## config.mk

```make
export PLATFORM = sky130hd
export DESIGN_NAME = fb_mem_arbiter
export DESIGN_NICKNAME = d
export VERILOG_FILES = /design/src/rtl/fb_pkg.sv /design/src/rtl/fb_rd_tag_pipe.sv /design/src/rtl/fb_mem_arbiter.sv
export SDC_FILE = /design/constraint.sdc
export NUM_CORES = 1
export LEC_CHECK = 0
export CORE_MARGIN = 8
export CORE_UTILIZATION = 39
export DETAILED_ROUTE_END_ITERATION = 8
export GPL_ROUTABILITY_DRIVEN = 1
export PLACE_DENSITY = 0.92
export SETUP_SLACK_MARGIN = 0.02
export SLEW_MARGIN = 25
export SYNTH_ARGS = -nofsm -noshare
export SYNTH_HDL_FRONTEND = slang
export SYNTH_SLANG_ARGS = --single-unit
```

## constraint.sdc

```tcl
create_clock -name clk -period 4.05 [get_ports clk]
set_input_delay 0.81 -clock clk [delete_from_list [all_inputs] [get_ports clk]]
set_output_delay 0.81 -clock clk [all_outputs]
set_load 0.05 [all_outputs]
```

## src/rtl/fb_pkg.sv

```systemverilog
// Shared types and defaults for the framebuffer RAM arbiter and its
// read-return tag pipeline.
package fb_pkg;

    localparam int FB_ADDR_W = 24;
    localparam int FB_DATA_W = 24;

    typedef enum logic [1:0] {
        OWN_NONE = 2'd0,
        OWN_DISP = 2'd1,
        OWN_DRAW = 2'd2
    } owner_t;

    typedef enum logic {
        DISP_PRI   = 1'b0,
        DRAW_FORCE = 1'b1
    } arb_state_t;

    // Owner tag for this cycle's grant; writes return no data, so they tag NONE.
    function automatic owner_t read_owner(input logic disp_win,
                                          input logic draw_win,
                                          input logic draw_we);
        owner_t tag;
        if (disp_win) begin
            tag = OWN_DISP;
        end else if (draw_win && !draw_we) begin
            tag = OWN_DRAW;
        end else begin
            tag = OWN_NONE;
        end
        return tag;
    endfunction

endpackage

```

## src/rtl/fb_rd_tag_pipe.sv

```systemverilog
// Owner-tag shift register: a tag entered with a grant emerges DEPTH cycles
// later, lined up with the RAM read data it belongs to.
module fb_rd_tag_pipe
    import fb_pkg::*;
#(
    parameter int DEPTH = 2
) (
    input  logic   clk,
    input  logic   rst,
    input  owner_t tag_in,
    output owner_t tag_out
);

    owner_t stage_r [DEPTH];

    // Shift tags one stage per cycle; reset drops every in-flight tag.
    always_ff @(posedge clk) begin
        if (rst) begin
            for (int i = 0; i < DEPTH; i++) begin
                stage_r[i] <= OWN_NONE;
            end
        end else begin
            stage_r[0] <= tag_in;
            for (int i = 1; i < DEPTH; i++) begin
                stage_r[i] <= stage_r[i-1];
            end
        end
    end

    assign tag_out = stage_r[DEPTH-1];

endmodule

```

## src/rtl/fb_mem_arbiter.sv

```systemverilog
// Single-port framebuffer RAM arbiter: fixed display priority with a
// starvation override for draw, registered RAM command, tagged read return.
module fb_mem_arbiter
    import fb_pkg::*;
#(
    parameter int ADDR_W     = FB_ADDR_W,
    parameter int DATA_W     = FB_DATA_W,
    parameter int RD_LATENCY = 1,
    parameter int MAX_WAIT   = 8
) (
    input  logic              clk,
    input  logic              rst,
    input  logic              disp_req,
    input  logic [ADDR_W-1:0] disp_addr,
    output logic              disp_gnt,
    output logic              disp_rvalid,
    output logic [DATA_W-1:0] disp_rdata,
    input  logic              draw_req,
    input  logic              draw_we,
    input  logic [ADDR_W-1:0] draw_addr,
    input  logic [DATA_W-1:0] draw_wdata,
    output logic              draw_gnt,
    output logic              draw_rvalid,
    output logic [DATA_W-1:0] draw_rdata,
    output logic              mem_en,
    output logic              mem_we,
    output logic [ADDR_W-1:0] mem_addr,
    output logic [DATA_W-1:0] mem_wdata,
    input  logic [DATA_W-1:0] mem_rdata,
    output logic              draw_forced
);

    localparam int               CNT_W    = $clog2(MAX_WAIT + 1);
    localparam logic [CNT_W-1:0] WAIT_MAX = CNT_W'(MAX_WAIT);
    localparam logic [CNT_W-1:0] CNT_ONE  = CNT_W'(1);

    arb_state_t       state_r;
    logic [CNT_W-1:0] wait_cnt_r;
    logic [CNT_W-1:0] wait_cnt_nxt_s;
    logic             disp_win_s;
    logic             draw_win_s;
    logic             forced_s;
    owner_t           tag_in_s;
    owner_t           tag_out_s;

    // Grant decode; nothing is granted while reset is asserted.
    always_comb begin
        disp_win_s = 1'b0;
        draw_win_s = 1'b0;
        forced_s   = 1'b0;
        if (rst) begin
            disp_win_s = 1'b0;
        end else begin
            case ({disp_req, draw_req})
                2'b10: disp_win_s = 1'b1;
                2'b01: draw_win_s = 1'b1;
                2'b11: begin
                    if (state_r == DRAW_FORCE) begin
                        draw_win_s = 1'b1;
                        forced_s   = 1'b1;
                    end else begin
                        disp_win_s = 1'b1;
                    end
                end
                default: disp_win_s = 1'b0;
            endcase
        end
    end

    // Starvation count: only consecutive lost draw cycles accumulate.
    always_comb begin
        wait_cnt_nxt_s = wait_cnt_r;
        if (!draw_req || draw_win_s) begin
            wait_cnt_nxt_s = '0;
        end else if (wait_cnt_r != WAIT_MAX) begin
            wait_cnt_nxt_s = wait_cnt_r + CNT_ONE;
        end else begin
            wait_cnt_nxt_s = wait_cnt_r;
        end
    end

    // Arbitration state tracks the saturated counter so the override is a
    // single-bit decode in the grant path.
    always_ff @(posedge clk) begin
        if (rst) begin
            wait_cnt_r <= '0;
            state_r    <= DISP_PRI;
        end else begin
            wait_cnt_r <= wait_cnt_nxt_s;
            state_r    <= (wait_cnt_nxt_s == WAIT_MAX) ? DRAW_FORCE : DISP_PRI;
        end
    end

    // Registered RAM command; address and data hold when idle.
    always_ff @(posedge clk) begin
        if (rst) begin
            mem_en    <= 1'b0;
            mem_we    <= 1'b0;
            mem_addr  <= '0;
            mem_wdata <= '0;
        end else if (disp_win_s) begin
            mem_en    <= 1'b1;
            mem_we    <= 1'b0;
            mem_addr  <= disp_addr;
        end else if (draw_win_s) begin
            mem_en    <= 1'b1;
            mem_we    <= draw_we;
            mem_addr  <= draw_addr;
            mem_wdata <= draw_wdata;
        end else begin
            mem_en    <= 1'b0;
            mem_we    <= 1'b0;
        end
    end

    assign tag_in_s = read_owner(disp_win_s, draw_win_s, draw_we);

    // One stage covers the command register, the rest the RAM read latency.
    fb_rd_tag_pipe #(
        .DEPTH (RD_LATENCY + 1)
    ) u_tag_pipe (
        .clk     (clk),
        .rst     (rst),
        .tag_in  (tag_in_s),
        .tag_out (tag_out_s)
    );

    assign disp_gnt    = disp_win_s;
    assign draw_gnt    = draw_win_s;
    assign draw_forced = forced_s;
    assign disp_rvalid = (tag_out_s == OWN_DISP);
    assign draw_rvalid = (tag_out_s == OWN_DRAW);
    assign disp_rdata  = mem_rdata;
    assign draw_rdata  = mem_rdata;

endmodule

```

Word level (Yosys, flattened, before mapping)

Memories as Yosys holds them, arrays and structs flattened.
Cells that the tools add are included.

Output and inout bits: 103
Bits in registers: 55
Logic and storage cells: 48
Memories: 1
Input bits: 101
Memory bits (writable): 4

Memory list:

| memory             | depth | width | rd ports | clocked after Yosys merged registers in | write ports | line                 | source |
|---|---|---|---|---|---|---|---|
| u_tag_pipe.stage_r | 2     | 2     | 2        | 0                                       | 2           | fb_rd_tag_pipe.sv:14 | `owner_t stage_r [DEPTH];` |

Equality and inequality tests: 7
Multiplexer cells: 22
Reductions and logical operators: 7
Bitwise logic cells: 4
Add/sub/neg operators: 1

Operators with widths:

| kind                  | number |
|---|---|
| $mux W24              | 2 |
| $mux W1               | 12 |
| $mux W2               | 4 |
| $mux W4               | 2 |
| $eq A2 B2 Y1 const B  | 3 |
| $add A4 B1 Y4 const B | 1 |
| $eq A2 B1 Y1 const B  | 2 |
| $eq A4 B4 Y1 const B  | 1 |
| $ne A4 B4 Y1 const B  | 1 |
| $pmux W1 S2           | 2 |
| $reduce_or A3 Y1      | 1 |
| $logic_not A1 Y1      | 2 |
| $not A1 Y1            | 2 |
| $or A1 B1 Y1          | 2 |
| $reduce_and A2 Y1     | 1 |
| $reduce_bool A2 Y1    | 1 |
| $logic_and A1 B1 Y1   | 1 |
| $logic_or A1 B1 Y1    | 1 |

Logic depth before layout (Yosys ltp)

Gate-level depths: netlist of run 1.

Word-level depth: 7
Depth in mapped cells: 7
Mapped depth without buffers: 5

Modules after synthesis

Synthesis of run 1 repeated with hierarchy kept, for this count alone.

Cells, all modules: 340
Area total of the unflattened synthesis: 2830.2 sq um

By module, submodules not included:

| module         | instances | cells an instance | area an instance (sq um) | sequential area each (sq um) |
|---|---|---|---|---|
| fb_mem_arbiter | 1         | 330               | 2710.1                   | 1101.1 |
| fb_rd_tag_pipe | 1         | 10                | 120.1                    | 80.1 |

Worst setup path before layout of run 1

Ideal clock, no wire load.

Path type: input-to-output
From: input rst
To: output draw_forced
Cell stages on the path: 5
Buffers on the path: 3
Data required time: 3.240 ns
Path slack: 1.117 ns
Data arrival time: 2.123 ns
Path through: buf_4 -> nor2b_1 -> buf_6 -> buf_2 -> nor2b_1

Cells in the longest elaborated chain, start to end: 1

RTL lines:

| element         | line                 | source |
|---|---|---|
| start, declared | fb_mem_arbiter.sv:12 | `input logic rst,` |
| $mux W1         | fb_mem_arbiter.sv:51 | `if (rst) begin` |
| end, declared   | fb_mem_arbiter.sv:30 | `output logic draw_forced` |

Every way passes these cells.

Final worst setup path of run 1

From: input disp_req
To: output draw_forced

Cells in the longest elaborated chain, start to end: 3

RTL lines:

| element         | line                 | source |
|---|---|---|
| start, declared | fb_mem_arbiter.sv:13 | `input logic disp_req,` |
| $eq A2 B2 Y1    | fb_mem_arbiter.sv:54 | `case ({disp_req, draw_req})` |
| $mux W1         | fb_mem_arbiter.sv:54 |  |
| $mux W1         | fb_mem_arbiter.sv:51 |  |

Every way passes these cells.

==> results of run 1 <==
==> placed cells by master (no fill, tap or decap), types with 2 or more instances in the layout <==
| cell | netlist | final |
|---|---|---|
| clkdlybuf4s50_1 | 0 | 126 |
| dfxtp_1 | 59 | 59 |
| o21ai_0 | 45 | 45 |
| inv_1 | 28 | 28 |
| nand3_1 | 25 | 25 |
| a21oi_1 | 25 | 25 |
| a32oi_1 | 24 | 24 |
| a221oi_2 | 19 | 19 |
| clkbuf_8 | 0 | 11 |
| buf_4 | 49 | 8 |
| nor2_1 | 6 | 6 |
| nor2b_1 | 8 | 6 |
| a221oi_1 | 5 | 5 |
| o21ai_1 | 3 | 3 |
| nor2b_2 | 0 | 2 |
| nor3_1 | 2 | 2 |
| ha_1 | 2 | 2 |
| clkbuf_1 | 19 | 2 |
| buf_2 | 8 | 2 |
| buf_12 | 0 | 2 |
==> stage by stage <==
| step | power, mW | instances | util (%) | setup WS (ps) |
|---|---|---|---|---|
| after floorplan | 0.989 | 349 | - | 1120 |
| after global placement | 1.01 | 506 | 52.5 | 1020 |
| after detailed placement | 1.02 | 506 | 52.5 | 992 |
| after CTS | 1.56 | 521 | 55.0 | 1000 |
| after global routing | 1.61 | 521 | 55.0 | 934 |
| final | 1.54 | 521 | 55.0 | 1010 |
==> registers in the layout, summed over array words and instances (netlist names) <==
signal              flops
mem_addr               24
mem_wdata              24
u_tag_pipe.stage_r      4
wait_cnt_r              4
mem_en                  1
mem_we                  1
state_r                 1
==> cell families (layout without fill, tap and decap cells) <==
| family | Yosys count | count (layout) | share of synthesized area, % |
|---|---|---|---|
| flip-flops | 59 | 59 | 38.5 |
| AND/OR/NAND/NOR | 51 | 51 | 9.02 |
| XOR/XNOR | 1 | 1 | 0.286 |
| multiplexers | 1 | 1 | 0.327 |
| buffers and inverters | 112 | 182 | 21.1 |
| adder cells (fa/ha/maj) | 2 | 2 | 0.816 |
| AO/OA/AOI/OAI | 123 | 123 | 30.0 |
==> area by class of cell <==
cell class	instances	area (um2)	area share, %
clock inverters	2	35.0	0.828
clock buffers	13	159	3.76
well taps	102	128	3.02
flip-flops and latches	59	1180	27.9
inverters	29	109	2.57
repair buffers	138	1370	32.4
multi-input cells	178	1250	29.5
==> critical path: stages <==
cell and delay, ps:
clkdlybuf4s50_1 540, nor2b_2 420, nor2b_1 290, buf_12 170
==> power groups by stage <==
stage               combinational [mW]  clock [mW]  sequential, mW
global placement                 0.374           0           0.639
finish                           0.382       0.533           0.628
global route                     0.402       0.571           0.632
detailed placement               0.382           0           0.641
floorplan                        0.244           0           0.744
CTS                              0.383       0.548           0.628
==> final timing paths <==
| path | startpoint | end | cells past startpoint |
|---|---|---|---|
| hold / removal | u_tag_pipe.stage_r[0][0] | u_tag_pipe.stage_r[0][2] | 1 |
| setup reg to reg | state_r | mem_addr[2] | 4 |
| hold reg to reg | u_tag_pipe.stage_r[0][0] | u_tag_pipe.stage_r[0][2] | 1 |
| setup / recovery | disp_req | draw_forced | 4 |
==> routing by layer <==
| layer | vias to the layer above | part of all wire [%] |
|---|---|---|
| li1 | 1332 | - |
| met1 | 1397 | 41 |
| met2 | 126 | 51 |
| met3 | 19 | 6.9 |
| met4 | 0 | 1.9 |
| met5 | - | 0 |
==> out/metrics.csv, run 1 <==
metric,value,unit
status,"complete, no violations",
setup_viol,0,
synth-edff-count,0,
grt_max_degree,55,
hold_viol,0,
yosysWarnings,0,
slew_headroom,51.9,%
yosysMostFrequentCell,dfxtp_1,
cell_internal_pwr,1.09,mW
yosysTopAreaCell,dfxtp_1,
cts_buffers,9,
cts-hold-fix-buffers,0,
cts.path.max_buffers,2,
design.die.area,11000,um2
initial_utilization,39.9,%
drt_iter0_drc,142,
setup_tns,0,ps
die_x,105,um
route.detailed.drc,0,
hold_ws,436,ps
pwr-share-clk,34.5,%
clock-root-buffer,clkbuf_8,
yosysSeqAreaShare,38.5,%
gp_congestion,0.709,
fin_nets,518,
gr-usage-met1,19.1,%
startpoint_type,primary input,
timing.final.crit_share,75.1,%
grt-busiest-layer,met2,
clkTransAtPathRegs,60,ps
period_needed,3040,ps
drv_cap,0,
worstSkewPairLatency,320,ps
timing.hold.worst.class,reg2reg,
comb_power_share,24.7,%
design_area,4230,um2
worstMarginPinSlew,721,ps
cts.sinks,59,
grtUsageTotal,16.8,%
ys_types,34,
core_region_area,7690,um2
cts_tree,done,
slew_viol_final,0,
dpl.hpwl,6.54,mm
path_class,in2out,
vias,2874,
fmax,329,MHz
antenna_found_initial,0,
post_dp_cell_area,4040,um2
wirelength,9.56,mm
swShare,29.6,%
vias_per_cell,5.52,
cts_resized,0,
powerDensity,365,nW/um2
grt_util_met3,4.98,%
syn_area_per_cell,8.78,um2
grt_overflow_total,0,
io_pins,204,
switching_power,457,uW
peakVddDrop,222,uV
drive_gt1_share,11.9,%
synth_common_cells,"dfxtp_1 (59), buf_4 (49), o21ai_0 (45), inv_1 (28)",
grt_pass1_wl,15.3,mm
worstPathRequired,3240,ps
portBuffers,131,
netlist_area,3070,um2
ys_ff_latch,59,
reg2reg_slack,2300,ps
htree_levels,3,
post-cts-setup-buffers,0,
met2_usage,28.6,%
cp-end-kind,primary output,
ys.flop_type,dfxtp_1,
cp.arrival,2230,ps
syn_nets,452,
fill_cells,694,
synth_async_sr_flop_share,0,%
netlist.area_leader.share,38.5,%
grt_pass1_vias,2910,
fp.dieH,105,um
synth_area_leaders,"dfxtp_1 (39%), buf_4 (12%), a221oi_2 (9.3%)",
syn_to_final_growth,38.0,%
crit_fanout,9,
skew,3.44,ps
wl_per_cell,18.3,um
p_leak,1.52,nW
dr.pass1.iters,5,
p_seq_share,40.7,%
synth_cells,349,
postRouteAntennaNets,0,
diodes,0,
rsz0062_at_grt,no,
rows,32,
No activity file was read; power rests on OpenSTA's default activity.
==> run 2: changes to the inputs <==
--- a/config.mk
+++ b/config.mk
@@ -6,10 +6,10 @@
 export NUM_CORES = 1
 export LEC_CHECK = 0
 export CORE_MARGIN = 8
-export CORE_UTILIZATION = 39
+export CORE_UTILIZATION = 33
 export DETAILED_ROUTE_END_ITERATION = 8
 export GPL_ROUTABILITY_DRIVEN = 1
-export PLACE_DENSITY = 0.92
+export PLACE_DENSITY = 0.83
 export SETUP_SLACK_MARGIN = 0.02
 export SLEW_MARGIN = 25
 export SYNTH_ARGS = -nofsm -noshare
==> constraint.sdc (replaced) <==
create_clock -name clk -period 2.6 [get_ports clk]
set_input_delay 0.52 -clock clk [delete_from_list [all_inputs] [get_ports clk]]
set_output_delay 0.52 -clock clk [all_outputs]
set_load 0.05 [all_outputs]
==> run 2 against run 1 <==
Die area grew 15%. Sequential share of layout area shrank 0.44 points. Cell count grew 2.3%. Total power grew 61%. Non-clock buffer count grew 3. Hold slack lost 3.0 ps. Utilization shrank 7.8 points.
==> out/metrics.csv, run 2 (synthesis results as in run 1) <==
metric,value,unit
status,"complete, no violations",
peakVddDrop,324,uV
vias,2817,
crit_fanout,6,
path_class,in2out,
dr.pass1.iters,5,
cp_slowest_cell,clkdlybuf4s50_1,
drt_iter0_drc,234,
path_delay_family,buffers and inverters,
cp.arrival,1800,ps
multi_input_area,1250,um2
slew_viol_final,0,
clock-root-buffer,clkbuf_8,
cts.sinks,59,
antenna_found_initial,0,
core_region_area,9110,um2
fp.dieH,112,um
p_leak,1.55,nW
hold_ws,433,ps
powerDensity,579,nW/um2
die_x,112,um
gp_congestion,0.783,
worstSkewPairLatency,320,ps
slowest_delay,530,ps
timing.final.crit_share,89.2,%
fin_nets,521,
drv_cap,0,
postRouteAntennaNets,0,
dpl.hpwl,6.98,mm
hold_viol,0,
cts_tree,done,
crit_buf_inv,2,
final_common_cell,clkdlybuf4s50_1,
setup_viol,0,
period_needed,2320,ps
vias_per_cell,5.29,
timing.hold.worst.class,reg2reg,
wl_per_cell,18.1,um
drive_gt1_share,13.0,%
slew_headroom,50.2,%
diodes,0,
cts_buffers,9,
crit_chain,"clkdlybuf4s50_1, nor2b_2, nor2b_1, buf_12",
clkTransAtPathRegs,70,ps
rsz0062_at_grt,no,
cts.path.max_buffers,2,
grt_max_degree,54,
rows,35,
setup_tns,0,ps
startpoint_type,primary input,
skew,7.58,ps
cts-hold-fix-buffers,0,
io_pins,204,
fill_cells,861,
worstMarginPinSlew,746,ps
htree_levels,3,
grt_pass1_wl,15.6,mm
portBuffers,131,
final_cell_mix,"clkdlybuf4s50_1 (126), dfxtp_1 (59), o21ai_0 (45)",
reg_top3,"mem_addr: 24 flops, mem_wdata: 24 flops",
grt_overflow_total,0,
post-cts-setup-buffers,0,
syn_to_final_growth,40.2,%
design.die.area,12600,um2
grtUsageTotal,15.1,%
wirelength,9.65,mm
grt_pass1_vias,3057,
ff_latch_area,1180,um2
worstPathRequired,2080,ps
route.detailed.drc,0,
initial_utilization,33.7,%
cts_resized,0,
fmax,431,MHz
cp-end-kind,primary output,
==> run 2: worst paths after layout <==
kind,slack (ps),startpoint,depth (start not counted),endpoint
worst max register to register,1010,state_r,4,mem_addr[1]
worst max-delay path,280,disp_req,4,draw_forced
worst min-delay path,430,u_tag_pipe.stage_r[0][0],1,u_tag_pipe.stage_r[0][2]
worst min register to register,430,u_tag_pipe.stage_r[0][0],1,u_tag_pipe.stage_r[0][2]
==> run 2: metal layers <==
metal | wire length [um] | part of all wire [%] | GRT usage (%) | up-vias
li1 | - | - | - | 1338
met1 | 3790 | 39 | 15.9 | 1358
met2 | 5130 | 53 | 27.7 | 99
met3 | 601 | 6.2 | 4.56 | 22
met4 | 123 | 1.3 | 5.49 | 0
met5 | 0 | 0 | 0 | -
==> run 2: final cells by class <==
type	count	area share [%]
tap	111	3.23
inverter	29	2.53
clock buffer	10	3.20
sequential	59	27.5
clock inverter	5	1.81
multi-input combinational	178	29.0
timing repair buffer	141	32.7
==> run 2: per-stage QoR <==
stage / instances / total power [mW] / utilization [%] / worst slack [ps] / instance area (um2)
global placement: 518 / 1.59 / 44.8 / 302 / 4080
CTS: 533 / 2.52 / 47.2 / 278 / 4300
global route: 533 / 2.60 / 47.2 / 224 / 4300
detailed placement: 518 / 1.60 / 44.8 / 279 / 4080
finish: 533 / 2.49 / 47.2 / 282 / 4300
floorplan: 349 / 1.54 / - / 247 / 3070
==> run 2: report_power, final <==
part,internal [mW],switching (mW),leakage (nW)
Combinational,0.251,0.349,0.956
Sequential,0.955,0.0245,0.485
Clock,0.557,0.351,0.108
==> run 2: worst reg2reg max path: stages, from the launching register on <==
cell and delay (ps):
dfxtp_1 400, nand2b_2 160, buf_4 440, a32oi_1 190, a221oi_1 290
==> run 3: changes to the inputs <==
--- a/config.mk
+++ b/config.mk
@@ -5,12 +5,14 @@
 export SDC_FILE = /design/constraint.sdc
 export NUM_CORES = 1
 export LEC_CHECK = 0
+export CAP_MARGIN = 10
 export CORE_MARGIN = 8
 export CORE_UTILIZATION = 33
 export DETAILED_ROUTE_END_ITERATION = 8
 export GPL_ROUTABILITY_DRIVEN = 1
 export PLACE_DENSITY = 0.83
 export SETUP_SLACK_MARGIN = 0.02
+export SKIP_LAST_GASP = 1
 export SLEW_MARGIN = 25
 export SYNTH_ARGS = -nofsm -noshare
 export SYNTH_HDL_FRONTEND = slang
==> results of run 3 <==
Same layout as run 2: the final DEF is identical, and so are final timing and power.
